--- src/rtl/serdiv_wb_core.sv ---
// Wishbone-slave serial divider: unsigned restoring division, one quotient bit per clock,
// plus a free-running hw blinky, a software LED bit and a logic-analyser view of the working quotient.
module serdiv_wb_core #(
  parameter int WBW     = 32,
  parameter int LAW     = 32,
  parameter int XLEN    = 32,
  parameter int BLINK_W = 24
) (
  input  logic               clk_i,
  input  logic               reset_i,
  input  logic               wbs_stb_i,
  input  logic               wbs_cyc_i,
  input  logic               wbs_we_i,
  input  logic [WBW/8-1:0]   wbs_sel_i,
  input  logic [WBW-1:0]     wbs_adr_i,
  input  logic [WBW-1:0]     wbs_dat_i,
  output logic               wbs_ack_o,
  output logic [WBW-1:0]     wbs_dat_o,
  output logic [LAW-1:0]     la_data_o,
  output logic               hw_blinky_o,
  output logic               sw_blinky_o
);

  localparam int CW = $clog2(XLEN + 1);

  typedef enum logic {IDLE, RUN} state_t;

  state_t             state;
  logic [XLEN-1:0]    dividend, divisor, quotient, remainder;
  logic [XLEN-1:0]    div_s, q_w, rem_w;
  logic [CW-1:0]      count;
  logic               busy, done, dbz, sw_led;
  logic [BLINK_W-1:0] blink_cnt;

  logic               access, commit, start_req;
  logic [2:0]         reg_sel;
  logic [WBW-1:0]     rd_dat;
  logic [XLEN:0]      r_shift, r_next;
  logic [XLEN-1:0]    q_next;
  logic               ge;
  logic               unused_bits;

  function automatic logic [WBW-1:0] merge(input logic [WBW-1:0] old_v,
                                           input logic [WBW-1:0] new_v,
                                           input logic [WBW/8-1:0] sel);
    logic [WBW-1:0] res;
    res = old_v;
    for (int i = 0; i < WBW/8; i++)
      if (sel[i]) res[8*i +: 8] = new_v[8*i +: 8];
    return res;
  endfunction

  // Request is taken when ack is low; the write itself lands at the end of the ack cycle.
  assign access    = wbs_stb_i & wbs_cyc_i & ~wbs_ack_o;
  assign commit    = wbs_stb_i & wbs_cyc_i & wbs_ack_o & wbs_we_i;
  assign reg_sel   = wbs_adr_i[4:2];
  assign start_req = commit && (reg_sel == 3'd2) && wbs_sel_i[0] && wbs_dat_i[0];

  assign unused_bits = ^{wbs_adr_i[WBW-1:5], wbs_adr_i[1:0], r_next[XLEN]};

  always_comb begin
    rd_dat = '0;
    case (reg_sel)
      3'd0:    rd_dat = WBW'(dividend);
      3'd1:    rd_dat = WBW'(divisor);
      3'd2:    rd_dat = WBW'({sw_led, dbz, done, busy});
      3'd3:    rd_dat = WBW'(quotient);
      3'd4:    rd_dat = WBW'(remainder);
      3'd5:    rd_dat = WBW'(sw_led);
      default: rd_dat = '0;
    endcase
  end

  // Partial remainder never exceeds the divisor, so one extra bit suffices for the compare.
  always_comb begin
    r_shift = {rem_w, q_w[XLEN-1]};
    ge      = (r_shift >= {1'b0, div_s});
    r_next  = ge ? (r_shift - {1'b0, div_s}) : r_shift;
    q_next  = {q_w[XLEN-2:0], ge};
  end

  always_ff @(posedge clk_i or posedge reset_i) begin
    if (reset_i) begin
      state     <= IDLE;
      dividend  <= '0;
      divisor   <= '0;
      quotient  <= '0;
      remainder <= '0;
      div_s     <= '0;
      q_w       <= '0;
      rem_w     <= '0;
      count     <= '0;
      busy      <= 1'b0;
      done      <= 1'b0;
      dbz       <= 1'b0;
      sw_led    <= 1'b0;
      blink_cnt <= '0;
      wbs_ack_o <= 1'b0;
      wbs_dat_o <= '0;
    end else begin
      blink_cnt <= blink_cnt + 1'b1;
      wbs_ack_o <= access;
      wbs_dat_o <= (access && !wbs_we_i) ? rd_dat : '0;

      if (commit) begin
        case (reg_sel)
          3'd0:    dividend <= XLEN'(merge(WBW'(dividend), wbs_dat_i, wbs_sel_i));
          3'd1:    divisor  <= XLEN'(merge(WBW'(divisor), wbs_dat_i, wbs_sel_i));
          3'd5:    if (wbs_sel_i[0]) sw_led <= wbs_dat_i[0];
          default: ;
        endcase
      end

      case (state)
        IDLE: begin
          if (start_req) begin
            if (divisor == '0) begin
              done      <= 1'b1;
              dbz       <= 1'b1;
              quotient  <= '1;
              remainder <= dividend;
              q_w       <= '1;
            end else begin
              div_s <= divisor;
              q_w   <= dividend;
              rem_w <= '0;
              count <= '0;
              busy  <= 1'b1;
              done  <= 1'b0;
              dbz   <= 1'b0;
              state <= RUN;
            end
          end
        end
        RUN: begin
          q_w   <= q_next;
          rem_w <= r_next[XLEN-1:0];
          count <= count + 1'b1;
          if (count == CW'(XLEN - 1)) begin
            state     <= IDLE;
            busy      <= 1'b0;
            done      <= 1'b1;
            quotient  <= q_next;
            remainder <= r_next[XLEN-1:0];
          end
        end
        default: state <= IDLE;
      endcase
    end
  end

  assign la_data_o   = q_w[LAW-1:0];
  assign hw_blinky_o = blink_cnt[BLINK_W-1];
  assign sw_blinky_o = sw_led;

endmodule
--- config.mk ---
export PLATFORM = sky130hd
export DESIGN_NAME = serdiv_wb_core
export DESIGN_NICKNAME = d
export VERILOG_FILES = /design/src/rtl/serdiv_wb_core.sv
export SDC_FILE = /design/constraint.sdc
export NUM_CORES = 1
export LEC_CHECK = 0
export BUFFER_PORTS_ARGS = -buffer_cell sky130_fd_sc_hd__buf_4
export CAP_MARGIN = 10
export CORE_ASPECT_RATIO = 1.75
export CORE_MARGIN = 5
export CORE_UTILIZATION = 55
export CTS_BUF_LIST = sky130_fd_sc_hd__clkbuf_16
export DETAILED_ROUTE_END_ITERATION = 12
export PLACE_DENSITY = 0.74
export SYNTH_ARGS = -nofsm -noshare
export SYNTH_HDL_FRONTEND = slang
export SYNTH_SLANG_ARGS = --single-unit
--- constraint.sdc ---
create_clock -name clk_i -period 13.4 [get_ports clk_i]
set_input_delay 1.34 -clock clk_i [delete_from_list [all_inputs] [get_ports clk_i]]
set_output_delay 1.34 -clock clk_i [all_outputs]
set_load 0.02 [all_outputs]
==> Flow_metrics.wiki <==
{| class="wikitable"
! Metric !! Value
|-
| Status || finished, final reports clean
|-
| Clock insertion delay at the later pin of the skew report || 0.58 ns
|-
| Category of the critical setup timing path || input pin to register
|-
| Layout overhead on the synthesized area || 13.81%
|-
| RR Endpoint || remainder[15]$_DFFE_PP0P_
|-
| Largest net degree at the start of global routing || 149
|-
| Count of vias placed by the detailed router || 11810
|-
| Pwr/cell area || 123.9 nW/um2
|-
| Combinational share of power || 12.2%
|-
| Count of warnings emitted by yosys || 0
|-
| Post-synthesis area per instance || 9.927 um2
|-
| Final Hold Violating Endpoints || 0
|-
| Hold-fix buffers, CTS || 0
|-
| Final-layout fill cell count || 2206
|-
| Actual slew at the worst max-slew pin || 1.011 ns
|-
| Placer Congestion || 0.9362
|-
| Largest incremental delay on the critical path || 0.74 ns
|-
| Clock Skews || 0.01526 ns
|-
| Async S/R FF share, synth || 100.0%
|-
| Final Instance Count excl. Fillers || 1880
|-
| Most common cell after layout, fill and taps aside || dfrtp_1
|-
| Slew margin rel. || 32.31%
|-
| Endpoint of the worst hold path || blink_cnt[0]$_DFF_PP0_
|-
| Min-delay worst type || register to register
|-
| Crit start category || input pin
|-
| Global-route usage over all layers || 28.18%
|-
| Worst r2r path cells || 8
|-
| First-pass GRT wire length || 67.12 mm
|-
| WL/cell || 22.45 um
|-
| Buffer depth of the longest clock path || 3
|-
| Top achievable clock speed || 239.4 MHz
|-
| TritonCTS clock tree || yes
|-
| Worst reg2reg startpoint || state$_DFF_PP0_
|-
| Cts repair resizes || 0
|-
| Flip-flop and latch count after synthesis || 292
|-
| Cells traversed along the worst timing path || buf_4, nand2_1, nor2_1, nand4_1, buf_4, o21ai_0, o21a_2, buf_4, and3_1, a21oi_1, o21ai_0
|-
| Number of nets at the end of the flow || 1643
|-
| Die outline height || 225.3 um
|-
| Min cycle time layout || 4.178 ns
|-
| First-pass iteration count of the detailed router || 7
|-
| Final setup violation count || 0
|-
| Post-route worst hold slack || 0.4687 ns
|-
| Clock sink total || 292
|-
| Share of total power in sequential cells || 46.1%
|-
| Post-synthesis cell type count || 71
|-
| Via count of the first global-routing pass || 12300
|-
| Placed cells || 1830
|-
| Worst-path fanout max || 38
|-
| Leading register cell type out of synthesis || dfrtp_1
|-
| Worst VDD drop || 0.1132 mV
|-
| Post-CTS setup buffer count || 0
|-
| Most frequent cell on the critical path || buf_4
|-
| Diodes inserted || 0
|-
| Via density per instance || 6.283
|-
| Port Buf Inserts || 110
|-
| Most frequent cells in the layout || dfrtp_1 (291), nand2_1 (179), o21ai_0 (171), buf_4 (125), a21oi_1 (105)
|-
| CTS clock-pin slew for the worst setup and hold paths || 0.07 ns
|-
| Cell-internal power || 1.493 mW
|-
| Die X-Extent || 133.0 um
|-
| Share of the clock period used by the worst path || 31.18%
|-
| Gate count of the mapped netlist || 1468
|-
| I/O pin count || 140
|-
| TritonCTS buffer count || 27
|-
| Number of antenna violations at the first check in global routing || 0
|-
| Data required time at the worst endpoint || 13.88 ns
|-
| Synthesized Nets || 1576
|-
| Hold-critical path depth || 1
|-
| Leakage power of the design || 7.234 nW
|-
| Unrepaired setup endpoints after global routing || false
|-
| MaxCap Viol Count || 0
|-
| Initial core utilization || 55.22%
|-
| Arrival @ worst endpoint || 4.66 ns
|-
| Buffer type at the clock tree root || clkbuf_16
|-
| Summed area of non-filler cells in the final layout || 16580 um2
|-
| Type of destination of the critical path || register
|-
| Proportion of total power due to net switching || 27.30%
|-
| Proportion of layout cells with a drive suffix above 1 || 18.89%
|-
| Post-placement cell area || 15610 um2
|-
| Setup TNS || 0 ns
|-
| Area of the die || 29980 um2
|-
| EDFF count, synth || 0
|-
| Slew Viols, Final || 0
|-
| Master of the slowest instance on the critical path || nor2_1
|-
| Number of standard-cell rows in the floorplan || 79
|-
| Min-Delay Startpoint || blink_cnt[0]$_DFF_PP0_
|-
| Half-perimeter wire length after detailed placement || 28.12 mm
|-
| Cell area after synthesis || 14570 um2
|-
| Fin util || 62.84%
|-
| Level count of the clock H-tree || 1
|-
| Number of DRC markers in iteration 0 || 943
|-
| Core area || 26390 um2
|-
| Remaining global-route overflow || 0
|-
| DRC violations left || 0
|-
| Antenna-violating nets left || 0
|-
| Clock group share of total power || 41.7%
|-
| R2R setup slack || 9.24 ns
|-
| Total net switching power || 0.5607 mW
|-
| Sequential element share of the synthesized area || 50.14%
|-
| Total routed wirelength || 42.22 mm
|}
[layout make-up]
class	count	area [um2]	share of cell area (%)
Inverter	47	183.9	1.109
Tap cell	324	405.4	2.444
Clock inverter	23	296.5	1.788
Timing Repair Buffer	125	938.4	5.658
Sequential cell	292	7308	44.07
Multi-Input combinational cell	1042	6777	40.86
Clock buffer	27	675.6	4.074
[how the worst max path moves through the flow]
stage | from | to | slack, ns | depth (start not counted)
2_1_floorplan | reset_i | blink_cnt[0]$_DFF_PP0_ | 4.00 | 1
3_3_place_gp | wbs_stb_i | remainder[18]$_DFFE_PP0P_ | 8.75 | 11
3_5_place_dp | wbs_stb_i | remainder[17]$_DFFE_PP0P_ | 8.69 | 11
4_1_cts | state$_DFF_PP0_ | remainder[1]$_DFFE_PP0P_ | 9.29 | 8
5_1_grt | state$_DFF_PP0_ | remainder[15]$_DFFE_PP0P_ | 8.97 | 8
6_report | wbs_stb_i | remainder[15]$_DFFE_PP0P_ | 9.22 | 11
[critical path: cells and delay by family]
kind	cells	cell delay, ns
AND/OR/NAND/NOR	4	1.21
buffers and inverters	3	0.87
AO/OA/AOI/OAI	4	1.18
[per-layer routing]
metal	vias to the layer above	global-route usage [%]	share of wire (%)
met5	-	0	0
met4	0	12.65	4.3
li1	5414	-	-
met1	5881	33.07	37
met2	400	51.67	53
met3	117	3.038	4.9
[logic make-up (layout without fill, tap and decap cells)]
kind of cell               count (synthesis)  count (layout)  share of synthesized area (%)
AOI/OAI and AO/OA                        428             428                          17.89
and+or+nand+nor                          413             413                          13.35
DFF                                      292             292                          50.14
buffers and inverters                    134             222                          3.683
muxes                                    117             117                          8.929
xor gates and xnor gates                  49              49                          2.945
adders and majority gates                 35              35                          3.057
[flip-flops by register name (all words and copies together) (netlist names)]
name / cells
rem_w: 32
wbs_ack_o: 1
divisor: 32
dividend: 32
dbz: 1
remainder: 32
wbs_dat_o: 32
state: 1
count: 6
div_s: 32
la_data_o: 32
blink_cnt: 24
quotient: 32
sw_blinky_o: 1
done: 1
busy: 1
[through the flow]
stage	setup WS (ns)	total power, mW
after global routing	8.967	2.128
after detailed placement	8.693	1.212
final	9.222	2.054
after floorplan	3.998	1.110
after CTS	9.288	2.066
after global placement	8.746	1.208
[synth_stat cells (7+ instances only)]
| cell | count | share of area [%] |
|---|---|---|
| a21o_1 | 8 | 0.41 |
| a21oi_1 | 105 | 3.6 |
| a22oi_1 | 59 | 3.0 |
| a31oi_1 | 11 | 0.47 |
| and2_1 | 7 | 0.30 |
| and3_1 | 25 | 1.1 |
| buf_2 | 17 | 0.58 |
| clkbuf_1 | 65 | 1.7 |
| dfrtp_1 | 292 | 50 |
| ha_1 | 34 | 2.9 |
| inv_1 | 47 | 1.2 |
| mux2_2 | 100 | 7.7 |
| mux2i_1 | 16 | 1.1 |
| nand2_1 | 179 | 4.6 |
| nand3_1 | 37 | 1.3 |
| nand4_1 | 16 | 0.69 |
| nor2_1 | 58 | 1.5 |
| nor3_1 | 18 | 0.62 |
| nor4_1 | 12 | 0.52 |
| o21a_1 | 9 | 0.46 |
| o21ai_0 | 171 | 5.9 |
| or3_1 | 43 | 1.8 |
| xnor2_1 | 31 | 1.9 |
| xor2_1 | 18 | 1.1 |
[power by group through the flow]
stage	registers [mW]	clock network, mW	logic, mW
after floorplan	0.965	0	0.145
after global placement	0.962	0	0.247
after detailed placement	0.962	0	0.250
after CTS	0.946	0.868	0.252
after global routing	0.950	0.903	0.275
final	0.947	0.856	0.251
No activity file was read; power rests on OpenSTA's default activity.
